--- src/rtl/hazard_ctrl_multi.sv ---
// Multi-cycle load-use / branch-flush / freeze hazard controller for the ID stage.
// Optional performance counters are enabled with `define HAZ_PERF_CNT_EN.
module hazard_ctrl_multi #(
   parameter int unsigned REG_AW   = 5,
   parameter int unsigned LOAD_LAT = 2
) (
   input  logic              clk,
   input  logic              rst,
   input  logic [REG_AW-1:0] ifid_rs1,
   input  logic [REG_AW-1:0] ifid_rs2,
   input  logic              ifid_rs1_used,
   input  logic              ifid_rs2_used,
   input  logic [REG_AW-1:0] idex_rd,
   input  logic              idex_mem_read,
   input  logic              branch_taken,
   input  logic              ext_stall,
   output logic              pc_write_en,
   output logic              ifid_write_en,
   output logic              idex_bubble,
   output logic              ifid_flush,
   output logic              load_use_stall
`ifdef HAZ_PERF_CNT_EN
   ,
   output logic [31:0]       stall_cycles,
   output logic [31:0]       flush_cycles
`endif
);

   localparam int unsigned NSTG = (LOAD_LAT > 1) ? LOAD_LAT - 1 : 1;

   logic w_trk_rs1;
   logic w_trk_rs2;
   logic w_src1_hit;
   logic w_src2_hit;
   logic w_hazard;

   generate
      if (LOAD_LAT > 1) begin : g_trk
         logic [NSTG-1:0]   r_vld;
         logic [REG_AW-1:0] r_rd [NSTG];

         // In-flight load destinations, shifted once per unfrozen cycle
         always_ff @(posedge clk or posedge rst) begin
            if (rst) begin
               r_vld <= '0;
               for (int i = 0; i < NSTG; i++) r_rd[i] <= '0;
            end else if (!ext_stall) begin
               r_vld[0] <= idex_mem_read && (idex_rd != '0);
               r_rd[0]  <= idex_rd;
               for (int i = 1; i < NSTG; i++) begin
                  r_vld[i] <= r_vld[i-1];
                  r_rd[i]  <= r_rd[i-1];
               end
            end
         end

         always_comb begin
            w_trk_rs1 = 1'b0;
            w_trk_rs2 = 1'b0;
            for (int i = 0; i < NSTG; i++) begin
               if (r_vld[i] && (r_rd[i] == ifid_rs1)) w_trk_rs1 = 1'b1;
               if (r_vld[i] && (r_rd[i] == ifid_rs2)) w_trk_rs2 = 1'b1;
            end
         end
      end else begin : g_no_trk
         assign w_trk_rs1 = 1'b0;
         assign w_trk_rs2 = 1'b0;
      end
   endgenerate

   assign w_src1_hit = ifid_rs1_used && (ifid_rs1 != '0) &&
                       ((idex_mem_read && (idex_rd == ifid_rs1)) || w_trk_rs1);
   assign w_src2_hit = ifid_rs2_used && (ifid_rs2 != '0) &&
                       ((idex_mem_read && (idex_rd == ifid_rs2)) || w_trk_rs2);
   assign w_hazard   = w_src1_hit || w_src2_hit;

   // Priority: reset, freeze, branch flush, load-use stall, normal flow
   always_comb begin
      pc_write_en    = 1'b1;
      ifid_write_en  = 1'b1;
      idex_bubble    = 1'b0;
      ifid_flush     = 1'b0;
      load_use_stall = 1'b0;
      if (rst || ext_stall) begin
         pc_write_en    = 1'b0;
         ifid_write_en  = 1'b0;
      end else if (branch_taken) begin
         idex_bubble    = 1'b1;
         ifid_flush     = 1'b1;
      end else if (w_hazard) begin
         pc_write_en    = 1'b0;
         ifid_write_en  = 1'b0;
         idex_bubble    = 1'b1;
         load_use_stall = 1'b1;
      end
   end

`ifdef HAZ_PERF_CNT_EN
   // Saturating event counters, frozen along with the pipeline
   always_ff @(posedge clk or posedge rst) begin
      if (rst) begin
         stall_cycles <= '0;
         flush_cycles <= '0;
      end else if (!ext_stall) begin
         if (load_use_stall && (stall_cycles != 32'hFFFF_FFFF))
            stall_cycles <= stall_cycles + 32'(1);
         if (ifid_flush && (flush_cycles != 32'hFFFF_FFFF))
            flush_cycles <= flush_cycles + 32'(1);
      end
   end
`endif

endmodule
--- config.mk ---
export PLATFORM = sky130hd
export DESIGN_NAME = hazard_ctrl_multi
export DESIGN_NICKNAME = d
export VERILOG_FILES = /design/src/rtl/hazard_ctrl_multi.sv
export SDC_FILE = /design/constraint.sdc
export NUM_CORES = 1
export LEC_CHECK = 0
export ABC_CLOCK_PERIOD_IN_PS = 2700
export CAP_MARGIN = 20
export CORE_AREA = 2 2 39 41
export CTS_BUF_LIST = sky130_fd_sc_hd__clkbuf_8
export DETAILED_ROUTE_END_ITERATION = 6
export DIE_AREA = 0 0 41 43
export PLACE_DENSITY = 0.83
export REMOVE_ABC_BUFFERS = 1
export SYNTH_ARGS = -nofsm -noshare
export SYNTH_HDL_FRONTEND = slang
export SYNTH_SLANG_ARGS = --single-unit
--- constraint.sdc ---
create_clock -name clk -period 2.7 [get_ports clk]
set_clock_uncertainty 0.15 [all_clocks]
set_input_delay 0.54 -clock clk [delete_from_list [all_inputs] [get_ports clk]]
set_output_delay 0.54 -clock clk [all_outputs]
set_load 0.01 [all_outputs]
==> results of run 1 <==
[worst min-delay path, cell delays in order, from the launching register on]
cell and delay [ns]:
dfrtp_1 0.35, nand2_1 0.05, o21ai_1 0.07
[cell usage in the layout, fill, tap and decap left out, drive strengths merged]
| cell type | synthesis | routed |
|---|---|---|
| or4 | 3 | 3 |
| buf | 1 | 14 |
| clkbuf | 1 | 9 |
| xor2 | 16 | 16 |
| clkdlybuf4s15 | 0 | 3 |
| nor4 | 5 | 5 |
| clkdlybuf4s50 | 0 | 7 |
| inv | 2 | 2 |
| o21ai | 4 | 4 |
| and2 | 2 | 2 |
| nor3 | 1 | 1 |
| a21boi | 1 | 1 |
| mux2 | 5 | 5 |
| dlygate4sd2 | 0 | 5 |
| a32oi | 2 | 2 |
| o21a | 1 | 1 |
| xnor2 | 4 | 4 |
| nor2 | 1 | 1 |
| nand2 | 1 | 1 |
| dfrtp | 6 | 6 |
| o22a | 1 | 1 |
[layout make-up]
cell class / count / area (um^2)
fill: 141 / 513.0
multi-input combinational: 47 / 384.1
timing repair buffer: 35 / 267.8
sequential: 6 / 150.1
clock buffer: 3 / 41.29
tap: 16 / 20.02
inverter: 2 / 7.507
[kinds of logic after synthesis]
logic type	after synthesis	share of synthesized area, %
buffers and inverters	4	3.394
flip-flops	6	27.15
AND/OR/NAND/NOR	13	16.51
multiplexers	5	10.18
XOR/XNOR	20	31.67
AO/OA/AOI/OAI	9	11.09
[sequential cells by signal (all words and copies together), names as in the netlist]
name         cells
g_trk.r_vld      1
g_trk.r_rd       5
[worst paths after layout]
kind	startpoint	endpoint	slack (ns)
worst max-delay path	ifid_rs2[1]	ifid_write_en	0.07
worst min-delay path	g_trk.r_vld$_DFFE_PP0N_	g_trk.r_vld$_DFFE_PP0N_	0.36
worst max register to register	g_trk.r_rd[2]$_DFFE_PP0N_	g_trk.r_rd[2]$_DFFE_PP0N_	1.74
worst min register to register	g_trk.r_vld$_DFFE_PP0N_	g_trk.r_vld$_DFFE_PP0N_	0.36
max in group asynchronous	rst	g_trk.r_rd[1]$_DFFE_PP0N_	1.72
min in group asynchronous	rst	g_trk.r_rd[0]$_DFFE_PP0N_	0.50
[repair_timing]
item                       4_1_cts  5_1_grt
resized for setup               39       11
setup endpoints to repair        4        4
pin swaps                        8        8
buffers inserted                 0        0
[stage by stage]
step | cells | setup WS, ns
3_5_place_dp | 106 | -0.6466
4_1_cts | 109 | 0.001394
5_1_grt | 109 | 0.009679
3_3_place_gp | 106 | -0.6199
6_report | 109 | 0.07291
2_1_floorplan | 55 | 0.4403
[report_power, final]
part | total [W] | switching, W | leakage [nW] | internal, W
combinational | 0.000103 | 0.0000440 | 0.294 | 0.0000594
sequential | 0.000110 | 0.0000101 | 0.0707 | 0.0000995
clock | 0.000133 | 0.0000375 | 0.0216 | 0.0000957
[layer usage]
metal,track usage (%),vias to the layer above,share of wire (%)
met5,0,-,0
met1,22.19,265,39
li1,-,279,-
met4,16.00,0,4.0
met2,30.94,15,53
met3,3.141,7,4.0
==> results.yml, run 1 <==
status:
  status: "complete, no violations"
synthesis:
  yosys_most_used_dff: "dfrtp_1"
  synthDistinctLibCells: 19
  synthArstFlopShare_pct: 100.0
  synth_top_area_share_pct: 27.15
  syn_inst: 57
  synth_top_area_cell: "dfrtp_1"
  syn-cell-area_um2: 553.0
  syn_area_per_cell_um2: 9.702
  synth.most_common_cell: "xor2_1"
  ys_ff_latch: 6
  yosys_warnings: 0
  synth_seq_area_share_pct: 27.15
  synth_edf_count: 0
  synth_commonest_cells: "16 x xor2_1, 6 x dfrtp_1, 5 x mux2_2, 4 x o21ai_1, 4 x xnor2_1"
  yosys-top-cells-area: "dfrtp_1 27%, xor2_1 25%, mux2_2 10%"
detailed_routing:
  wl_per_cell_um: 12.89
  drc_errors: 0
  postRouteWirelength_um: 1405
  routed_via_density: 5.193
  first_pass_iters: 4
  ant_nets: 0
  dr_total_vias: 566
  drt_iter0_drc: 3
global_routing:
  antenna_found_initial: 0
  grt_pass1_vias: 563
  grt_pass1_wl_um: 2235
  overflow: 0
  grt_max_degree: 8
  grt_usage_pct: 19.86
clock_network:
  clock_latency_ns: 0.22
  hold_buffers: 0
  numClockSinks: 6
  path_clk_slew_ns: 0.03
  cts_tree: "done"
  h-tree-depth: 1
  cts-buffers-inserted: 3
  cts_buffer_depth: 2
  ctsRootBufferMaster: "clkbuf_8"
sta:
  tightest_slew_ns: 0.2797
  tns_ns: 0
  max_freq_ghz: 0.3807
  hold_viol_final: 0
  grt_setup_unrepaired: "false"
  period_share_pct: 97.30
  relSlewSlack_pct: 81.18
  slew_viol_final: 0
  whs_ns: 0.3631
  finalCriticalPeriod_ns: 2.627
  setup_viol_count_final: 0
power_and_ir_drop:
  powerDensity_nw_per_um2: 397.5
  peakVddDrop_uv: 269.5
  total_power_w: 0.0003461
  leakagePower_nw: 0.3864
critical_path:
  path_cells: "clkdlybuf4s15_1 > xor2_1 > nor4_1 > a32oi_1 > o22a_1 > o21a_1 > buf_2"
  ff2ff_path_depth: 1
  slowest_delay_ns: 0.30
  crit_path_max_fanout: 3
  criticalPathCategory: "in2out"
  cp_num_buf_inv: 2
  critPathCaptureType: "output port"
  crit_family: "compound AO/OA/AOI/OAI gates"
  critPathLaunchType: "input port"
  cp.arrival_ns: 1.94
  crit_path_top_delay_cell: "nor4_1"
  cp_num_cells: 7
  cp.required_ns: 2.01
floorplan:
  boundaryPins: 27
  dieArea_um2: 1763
  die_height_um: 43
  initial_core_util_pct: 39.96
  rows: 14
  die_w_um: 41
  coreArea_um2: 1384
layout:
  final_nets: 117
  drive_gt1_share_pct: 33.33
  post-route-cell-area_um2: 870.8
  syn_to_final_growth_pct: 57.47
  final_util_pct: 62.93
  antenna_cells: 0
min_path:
  hold_class: "reg2reg"
  whs_path_depth: 2
placed_design:
  dpl.hpwl_um: 1224
  port_buffers: 26
  gp_congestion: 0.7375
  place_area_um2: 889.6
job:
  cap_violations: 0
No activity file was read; power rests on OpenSTA's default activity.
==> inputs of run 2 (changes only) <==
- ABC_AREA: not set -> 1
- CORE_AREA: 2 2 39 41 -> not set
- CORE_UTILIZATION: not set -> 48
- DIE_AREA: 0 0 41 43 -> not set
- MAX_ROUTING_LAYER: not set -> met4
- PLACE_DENSITY: 0.83 -> 0.88
- SKIP_CTS_REPAIR_TIMING: not set -> 1
==> results.yml, run 2 <==
detailed_routing:
  ant_nets: 0
  postRouteWirelength_um: 1910
  routed_via_density: 4.778
  drt_iter0_drc: 28
  dr_total_vias: 884
  first_pass_iters: 4
  drc_errors: 0
  wl_per_cell_um: 10.32
critical_path:
  r2r_slack_ns: 1.81
  cp.required_ns: 2.01
  crit_family: "buffers and inverters"
  cp_num_buf_inv: 3
  cp.arrival_ns: 1.89
  critPathLaunchType: "input port"
  path_cells: "clkdlybuf4s50_1 > inv_2 > nand2_1 > nand2_1 > nor2_1 > nand3_1 > nand2_1 > nand2_1 > nand2_2 > nand2_2 > nor2_2 > clkbuf_2"
  criticalPathCategory: "in2out"
  crit_path_max_fanout: 3
  crit_path_top_delay_cell: "clkdlybuf4s50_1"
  critPathCaptureType: "output port"
  slowest_delay_ns: 0.52
  path_common_cell: "nand2_1"
synthesis:
  synthDistinctLibCells: 14
  synth_seq_area_share_pct: 21.74
  synthArstFlopShare_pct: 100.0
  synth_edf_count: 0
  synth.most_common_cell: "nand2_1"
  synth_top_area_share_pct: 35.33
  ys_ff_latch: 6
  syn-cell-area_um2: 690.7
  synth_top_area_cell: "nand2_1"
  synth_commonest_cells: "65 x nand2_1, 19 x inv_1, 15 x nor2_1, 8 x o21ai_0"
  yosys_warnings: 0
  syn_area_per_cell_um2: 5.041
  yosys_most_used_dff: "dfrtp_1"
  syn_inst: 137
  yosys-top-cells-area: "nand2_1 35%, dfrtp_1 22%, inv_1 10%"
power_and_ir_drop:
  peakVddDrop_uv: 346.5
  powerDensity_nw_per_um2: 347.3
  leakagePower_nw: 0.6551
layout:
  post-route-cell-area_um2: 1050
  largest_reg_flops: 5
  multi_input_area_um2: 441.7
  top_regs: "g_trk.r_rd (5), g_trk.r_vld (1)"
  regMostFlops: "g_trk.r_rd"
  final_cell_mix: "65 x nand2_1, 19 x clkdlybuf4s50_1, 18 x inv_1, 14 x nor2_1, 8 x o21ai_0"
  stdcell_count: 185
  final_util_pct: 79.68
  regArea_um2: 150.1
  antenna_cells: 0
  layout_commonest_cell: "nand2_1"
  final_nets: 194
  fillCellCount: 108
  drive_gt1_share_pct: 14.71
  syn_to_final_growth_pct: 51.99
status:
  status: "complete, no violations"
clock_network:
  ctsRootBufferMaster: "clkbuf_8"
  clock_latency_ns: 0.22
  cts-buffers-inserted: 3
  h-tree-depth: 1
  path_clk_slew_ns: 0.03
  cts_tree: "done"
  numClockSinks: 6
  cts_buffer_depth: 2
floorplan:
  die_w_um: 39.93
  die_height_um: 39.93
  initial_core_util_pct: 52.42
  coreArea_um2: 1318
  dieArea_um2: 1594
  rows: 13
  boundaryPins: 27
sta:
  tightest_slew_ns: 0.2474
  setup_viol_count_final: 0
  whs_ns: 0.3797
  tns_ns: 0
  finalCriticalPeriod_ns: 2.577
  slew_viol_final: 0
  hold_viol_final: 0
  max_freq_ghz: 0.3881
  period_share_pct: 95.43
  relSlewSlack_pct: 83.48
  grt_setup_unrepaired: "false"
placed_design:
  port_buffers: 26
  dpl.hpwl_um: 1576
  place_area_um2: 1003
  dp.cells: 182
  gp_congestion: 0.8794
global_routing:
  grt_pass1_vias: 756
  antenna_found_initial: 0
  overflow: 0
  grt_usage_pct: 28.49
  grt_max_degree: 12
  grt_pass1_wl_um: 2904
job:
  cap_violations: 0
min_path:
  hold_class: "reg2reg"
run 2: final cells by class:
type | count | share of cell area (%)
multi-input cells | 105 | 42.07
flip-flops and latches | 6 | 14.30
repair buffers | 32 | 29.32
clock buffers | 3 | 3.933
well taps | 15 | 1.788
inverters | 24 | 8.582
run 2: layer usage:
layer	global-route usage, %	share of wire, %
met1	35.76	50
met2	46.77	48
met3	3.333	2.0
met4	10.34	0
met5	-	0
run 2: cells by family (layout without fill, tap and decap cells):
group / after synthesis / after routing / share of synthesized area, %
DFF: 6 / 6 / 21.74
AOI/OAI and AO/OA: 10 / 10 / 7.609
buffers and inverters: 26 / 59 / 14.67
and+or+nand+nor: 95 / 95 / 55.98
run 2: path summary, 6_finish.rpt:
check	end	startpoint	depth (start not counted)
worst max-delay path	load_use_stall	idex_rd[2]	12
worst min-delay path	g_trk.r_rd[1]$_DFFE_PP0N_	g_trk.r_rd[1]$_DFFE_PP0N_	2
worst max register to register	g_trk.r_rd[0]$_DFFE_PP0N_	g_trk.r_rd[0]$_DFFE_PP0N_	2
worst min register to register	g_trk.r_rd[1]$_DFFE_PP0N_	g_trk.r_rd[1]$_DFFE_PP0N_	2
max in group asynchronous	g_trk.r_rd[2]$_DFFE_PP0N_	rst	2
min in group asynchronous	g_trk.r_rd[4]$_DFFE_PP0N_	rst	2
run 2: power breakdown:
part,internal [W],switching [W]
clock network,0.0000954,0.0000345
logic,0.0000625,0.0000658
registers,0.0000986,0.00000777
run 2: tightest hold or removal path: cells and delay by family (launching register included):
| family | cells | cell delay [ns] |
|---|---|---|
| flops | 1 | 0.36 |
| compound gates | 1 | 0.07 |
| simple gates | 1 | 0.06 |
run 2: metrics by stage:
| stage | setup slack (ns) | total power, W |
|---|---|---|
| after global placement | -0.2658 | 0.0002336 |
| after CTS | -0.2974 | 0.0003702 |
| after floorplan | 0.8362 | 0.0001674 |
| after detailed placement | -0.2902 | 0.0002358 |
| after global routing | 0.001279 | 0.0003848 |
| final | 0.1234 | 0.0003646 |
==> inputs of run 3 (changes only) <==
- SKIP_LAST_GASP: not set -> 1
==> results of run 3 <==
Same layout as run 2: the final DEF is identical, and so are final timing and power.
